==> src/rtl/counter.sv <==
// Purpose : loadable WIDTH-bit up-counter with synchronous reset; priority rst > load > inc > hold.
// Latency : 1 cycle; every action is visible on cnt after the rising edge that samples it.
// Backpressure: none; every input is acted on in the cycle it is sampled.
//
// Ports:
//   clk  - sole clock; all state updates on the rising edge
//   rst  - synchronous active-high reset; loads RESET_VAL
//   inc  - increment enable, level-sensitive (each enabled edge counts once)
//   load - parallel-load enable; takes priority over inc
//   din  - parallel-load data [WIDTH-1:0]
//   cnt  - current count [WIDTH-1:0], driven directly from r_cnt
//
// Build option: define COUNTER_SATURATE_EN to make an increment at the
// all-ones value hold there instead of wrapping to zero.
module counter #(
  parameter int unsigned WIDTH     = 8,
  parameter int unsigned RESET_VAL = 0
) (
  input  logic             clk,
  input  logic             rst,
  input  logic             inc,
  input  logic             load,
  input  logic [WIDTH-1:0] din,
  output logic [WIDTH-1:0] cnt
);

  // RESET_VAL may be wider than the counter; only the low WIDTH bits are kept.
  localparam logic [WIDTH-1:0] LP_RESET_VAL = WIDTH'(RESET_VAL);
  localparam logic [WIDTH-1:0] LP_ONE       = WIDTH'(1);

  logic [WIDTH-1:0] r_cnt;
  logic [WIDTH-1:0] w_cnt_inc;
  logic [WIDTH-1:0] w_cnt_nxt;

`ifdef COUNTER_SATURATE_EN
  // Stick at all-ones rather than rolling over.
  assign w_cnt_inc = (r_cnt == '1) ? r_cnt : (r_cnt + LP_ONE);
`else
  // Natural modulo-2^WIDTH rollover.
  assign w_cnt_inc = r_cnt + LP_ONE;
`endif

  // Load beats increment; reset is handled in the register process so it
  // overrides everything regardless of the other inputs.
  always_comb begin
    w_cnt_nxt = r_cnt;
    if (load) begin
      w_cnt_nxt = din;
    end else if (inc) begin
      w_cnt_nxt = w_cnt_inc;
    end
  end

  always_ff @(posedge clk) begin
    if (rst) begin
      r_cnt <= LP_RESET_VAL;
    end else begin
      r_cnt <= w_cnt_nxt;
    end
  end

  assign cnt = r_cnt;

endmodule

==> config.mk <==
export PLATFORM = sky130hd
export DESIGN_NAME = counter
export DESIGN_NICKNAME = d
export VERILOG_FILES = /design/src/rtl/counter.sv
export SDC_FILE = /design/constraint.sdc
export NUM_CORES = 1
export LEC_CHECK = 0
export BUFFER_PORTS_ARGS = -buffer_cell sky130_fd_sc_hd__buf_2
export CORE_MARGIN = 3
export CORE_UTILIZATION = 29
export DETAILED_ROUTE_END_ITERATION = 7
export GPL_TIMING_DRIVEN = 0
export PLACE_DENSITY = 0.49
export SYNTH_ARGS = -nofsm -noshare
export SYNTH_HDL_FRONTEND = slang
export SYNTH_SLANG_ARGS = --single-unit
export TNS_END_PERCENT = 100
==> constraint.sdc <==
create_clock -name clk -period 1.7 [get_ports clk]
set_input_delay 0.425 -clock clk [delete_from_list [all_inputs] [get_ports clk]]
set_output_delay 0.425 -clock clk [all_outputs]
set_load 0.1 [all_outputs]
==> impl_results.md, run 1 <==
- Crit path to: cnt[3]
- Yosys cell types: 22
- Switching Fraction: 0.399
- Power Density: between 900 and 1000 nW/µm²
- DP Area: 577 µm²
- Hold buffers post-CTS: 0
- GRT Overall Usage: 0.118
- Reg2Reg Setup Slack: about 0.47 ns
- R2R cell count: 4
- Sw power: ~0.22 mW
- Layout cells sized above 1: 0.411
- Mean Syn Cell Area: 8.76 µm²
- Max FFs per register: 8
- Slew headroom: 0.665
- Residual DRC count: 0
- Dpl hpwl: slightly below 800 µm
- Vias in the first global route: 406
- CTS sink cnt: 8
- # resized after CTS: 0
- Critical-path top delay cell: buf_2
- Final nets: 88
- Placer Congestion: 0.703
- P_leak: 0.255 nW
- Largest stage delay on the critical path: around 0.44 ns
- Area of the multi-input gates: 274 µm²
- CP top delay family: buffers and inverters
- Die Ht: around 46 µm
- Maximum number of pins on one net before global-route repair: 11
- Int Power: 0.328 mW
- CP Depth: 1
- Mapped Nets: 66
- ANT cells: 0
- Initial antenna violation count: 0
- Post-Layout Inst Area: 599 µm²
- Critical path data required time: 1.27 ns
- Crit-path cells: buf_2
- Gate Count Post-Synth: 53
- Crit path DAT: roughly 1.1 ns
- # Post-CTS Setup Buffers: 0
- Inst Count DP: 85
- Unrepaired setup endpoints after global routing: no
- Total die area: 2120 µm²
- Core Region: 1400 µm²
- Max Buffers Root-to-Sink: 2
- Design Power: 0.546 mW
- Die width: roughly 46 µm
- Seq pwr share: 0.406
- Final WL: 1080 µm
- Clock-pin slew on the worst setup and hold paths: 0.06 ns
- Reg area: 169 µm²
- Vias per inst: 5.10
- Worst path buffer plus inverter count: 1
- Initial Utilization: 0.332
- Post-synthesis sequential area ratio: 0.345
- Clock tree from TritonCTS: yes
- Synth Flop Type: dfxtp_1
- Synth-to-layout area growth: 29.1%
- Critical Path Start: cnt[3]$_SDFFE_PP0P_
- Sum Neg Setup Slack: 0 ns
- Worst setup EP type: output pin
- EDFF count, synth: 0
- DR WL/cell: 12.2 µm
- Asr flop ratio synth: 0
- Logic pwr share: 0.322
- Yosys reg bits: 8
- Final hold slack: about 0.4 ns
- IO Pins: 20
- Max-cap violations: 0
- Worst-Margin Slew: a little over 0.5 ns
- DRT iter0 DRCs: 8
- Worst r2r src: cnt[0]$_SDFFE_PP0P_
- VDD IR-drop max: 0.360 mV
- Cell area after synthesis: 464 µm²
- Clk Latency, worst-skew pair: 0.25 ns
- Final Cycle Share: 0.885
- Final hold viol count: 0
- CTS Buf Count: 3
- Port bufs: 17
- Reg2reg end: cnt[6]$_SDFFE_PP0P_
- Tmin final: 1.50 ns
- Clock Power Share: 0.272
- Non-filler cells, final: 88
- H-tree depth: 1
- Setup Viol. Count Final: 0
- Status: completed
- Worst Setup Start Kind: register
- Final Max Slew Viols: 0
- Synthesis Warnings: 0
- Hold Crit Class: in -> reg
- CP Class: reg -> out
- DR pass1 iterations: 2
- Fillers: 152
- Overflow after GRT: 0
- ANT nets after route: 0
- Vias: 449
- First-pass GRT wire length: 1770 µm
- Peak Freq: 665 MHz
- Critical path fanouts, max: 6
- CTS root buf: clkbuf_4
- FP Rows: 13
- Clock skew: ~0.0029 ns
==> worst min-delay path by stage <==
stage                         from                   to  slack, ns  cells after the start
4_1_cts                     din[1]  cnt[1]$_SDFFE_PP0P_       0.40                      3
2_1_floorplan               din[1]  cnt[1]$_SDFFE_PP0P_       0.57                      2
6_report                    din[1]  cnt[1]$_SDFFE_PP0P_       0.41                      3
5_1_grt                        rst  cnt[3]$_SDFFE_PP0P_       0.41                      2
3_3_place_gp   cnt[7]$_SDFFE_PP0P_  cnt[7]$_SDFFE_PP0P_       0.54                      2
3_5_place_dp   cnt[7]$_SDFFE_PP0P_  cnt[7]$_SDFFE_PP0P_       0.54                      2
==> layer usage <==
layer,global-route usage,share of wire
met4,0.0682,0.012
met5,0,0
met3,0.0356,0.068
met1,0.170,0.50
met2,0.148,0.41
==> layout make-up <==
cell class                      count  share of cell area
Timing Repair Buffer               17               0.142
Multi-Input combinational cell     40               0.457
Clock buffer                        3              0.0376
Inverter                            2              0.0125
Sequential cell                     8               0.282
Buffer                              3              0.0376
Tap cell                           15              0.0313
==> placed cells by master, fill, tap and decap left out, types with 3 or more instances in the layout <==
cell	count
xor2_1	4
a21oi_1	3
buf_2	17
nor3b_1	3
nand4_1	3
a211oi_1	3
nor2_1	5
nand3_1	3
clkbuf_4	3
dfxtp_2	7
o211ai_1	4
==> per-stage QoR <==
| stage | utilization | worst slack (ns) |
|---|---|---|
| 2_1_floorplan | - | 0.111 |
| 3_3_place_gp | 0.412 | 0.0979 |
| 3_5_place_dp | 0.412 | 0.112 |
| 4_1_cts | 0.428 | 0.190 |
| 5_1_grt | 0.428 | 0.151 |
| 6_report | 0.428 | 0.196 |
==> synthesized netlist by cell type, types with 2 or more instances <==
cell type | count | area, µm²
a211oi_1 | 3 | 22.5
nand2_1 | 2 | 7.51
nand3_1 | 3 | 15.0
dfxtp_1 | 8 | 160
a21oi_1 | 3 | 15.0
nand4_1 | 3 | 18.8
nor3b_1 | 3 | 22.5
nor2_1 | 5 | 18.8
inv_1 | 2 | 7.51
o211ai_1 | 4 | 30.0
or4_1 | 2 | 15.0
xor2_1 | 4 | 35.0
mux2i_1 | 2 | 20.0
==> kinds of logic (layout without fill, tap and decap cells) <==
group | Yosys count | in the layout | share of synthesized area
and+or+nand+nor | 20 | 20 | 0.240
DFF | 8 | 8 | 0.345
xor gates and xnor gates | 4 | 4 | 0.0755
buffers and inverters | 5 | 25 | 0.0647
adders and majority gates | 1 | 1 | 0.0269
muxes | 3 | 3 | 0.0674
AOI/OAI and AO/OA | 12 | 12 | 0.181
==> power by group through the flow <==
stage                     Combinational, mW  Clock (mW)  Sequential [mW]
after detailed placement              0.177           0            0.226
after floorplan                      0.0456           0            0.323
after global placement                0.176           0            0.226
after global routing                  0.186       0.166            0.225
final                                 0.176       0.149            0.222
after CTS                             0.177       0.157            0.222
Note: power is estimated with default switching activity, not from simulation.
==> run 2, diff against run 1 <==
==> constraint.sdc (replaced) <==
create_clock -name clk -period 1.5 [get_ports clk]
set_input_delay 0.375 -clock clk [delete_from_list [all_inputs] [get_ports clk]]
set_output_delay 0.375 -clock clk [all_outputs]
set_load 0.1 [all_outputs]
==> impl_results.md, run 2 (synthesized netlist as in run 1, its figures left out) <==
- Initial antenna violation count: 0
- Worst-Margin Slew: 0.488 ns
- Vias: 460
- Final Cycle Share: 0.972
- Design Power: roughly 0.63 mW
- Tmin final: 1.46 ns
- Commonest non-fill, non-tap cell in the layout: buf_2
- CP Depth: 1
- Layout cells sized above 1: 0.405
- CP Class: reg -> out
- Max Buffers Root-to-Sink: 2
- Vias in the first global route: 420
- Critical Path Start: cnt[3]$_SDFFE_PP0P_
- ANT nets after route: 0
- Power Density: 1040 nW/µm²
- Dpl hpwl: roughly 770 µm
- DRT iter0 DRCs: 11
- Reg2Reg Setup Slack: 0.30 ns
- Worst setup EP type: output pin
- Inst Count DP: 85
- Worst r2r src: cnt[2]$_SDFFE_PP0P_
- Clock-pin slew on the worst setup and hold paths: 0.06 ns
- P_leak: 0.257 nW
- Synth-to-layout area growth: 31.5%
- Status: completed
- Clk Latency, worst-skew pair: 0.26 ns
- First-pass GRT wire length: 1740 µm
- GRT Overall Usage: 0.118
- DR pass1 iterations: 4
- Port bufs: 17
- Maximum number of pins on one net before global-route repair: 11
- Die Ht: 46.0 µm
- # resized after CTS: 0
- Max FFs per register: 8
- Most frequent cells in the layout: 17 x buf_2, 5 x nor2_1, 4 x xor2_1, 4 x o211ai_1, 4 x dfxtp_2
- Crit-path cells: buf_2
- Final nets: 88
- Fillers: 147
- Setup Viol. Count Final: 0
- Non-filler cells, final: 89
- DR WL/cell: 11.9 µm
- Peak Freq: 686 MHz
- Die width: 46.0 µm
- Clock tree from TritonCTS: yes
- R2R cell count: 3
- CP top delay family: buffers and inverters
- Largest stage delay on the critical path: 0.44 ns
- CTS root buf: clkbuf_4
- H-tree depth: 1
- CTS sink cnt: 8
- IO Pins: 20
- Worst Setup Start Kind: register
- Final hold viol count: 0
- Reg2reg end: cnt[7]$_SDFFE_PP0P_
- Critical-path top delay cell: buf_2
- Core Region: 1400 µm²
- Max-cap violations: 0
- Overflow after GRT: 0
- Slew headroom: 0.677
- Hold buffers post-CTS: 0
- Residual DRC count: 0
- Reg area: ~180 µm²
- FP Rows: 13
- Crit path to: cnt[3]
- Vias per inst: 5.17
- Final Max Slew Viols: 0
- CTS Buf Count: 3
- Initial Utilization: 0.332
- Critical path data required time: 1.12 ns
- Placer Congestion: 0.705
- Crit path DAT: between 1 and 1.5 ns
- ANT cells: 0
- Area of the multi-input gates: 274 µm²
- VDD IR-drop max: a little under 0.4 mV
- Critical path fanouts, max: 6
- Total die area: 2120 µm²
- Unrepaired setup endpoints after global routing: no
- Worst path buffer plus inverter count: 1
- Hold Crit Class: in -> reg
- Final WL: between 1000 and 1500 µm
- Clock skew: 0.00125 ns
- # Post-CTS Setup Buffers: 0
[run 2: worst min path at each step]
| stage | from | end | cells past startpoint |
|---|---|---|---|
| floorplan | din[1] | cnt[1]$_SDFFE_PP0P_ | 2 |
| global placement | cnt[7]$_SDFFE_PP0P_ | cnt[7]$_SDFFE_PP0P_ | 2 |
| detailed placement | cnt[5]$_SDFFE_PP0P_ | cnt[5]$_SDFFE_PP0P_ | 2 |
| CTS | rst | cnt[3]$_SDFFE_PP0P_ | 2 |
| global route | rst | cnt[3]$_SDFFE_PP0P_ | 2 |
| finish | rst | cnt[0]$_SDFFE_PP0P_ | 2 |
[run 2: metal layers]
metal,part of all wire,up-vias,track usage,wire length (µm)
li1,-,242,-,-
met3,0.073,2,0.0593,77
met5,0,-,0,0
met2,0.45,14,0.176,483
met4,0.012,0,0.0511,13
met1,0.46,202,0.141,488
[run 2: through the flow]
step / utilization / setup WS, ns / area, µm² / hold slack (ns) / TNS [ns]
after detailed placement: 0.418 / -0.0397 / 584 / 0.542 / -0.0705
final: 0.436 / 0.0422 / 611 / 0.354 / 0
after global placement: 0.418 / -0.0438 / 584 / 0.540 / -0.0863
after global routing: 0.436 / 0.000318 / 611 / 0.346 / 0
after floorplan: - / 0.0164 / 480 / 0.521 / 0
after CTS: 0.436 / 0.0346 / 611 / 0.351 / 0
[run 2: report_power, final]
part,switching [mW],internal (mW),total (mW)
Sequential,0.0200,0.230,0.250
Combinational,0.151,0.0487,0.200
Clock,0.0814,0.102,0.184
Total,0.252,0.381,0.633
[run 2: layout make-up]
cell class / count / share of cell area
multi-input combinational: 40 / 0.449
clock buffer: 4 / 0.0430
sequential: 8 / 0.289
tap: 15 / 0.0307
timing repair buffer: 17 / 0.139
inverter: 2 / 0.0123
buffer: 3 / 0.0369
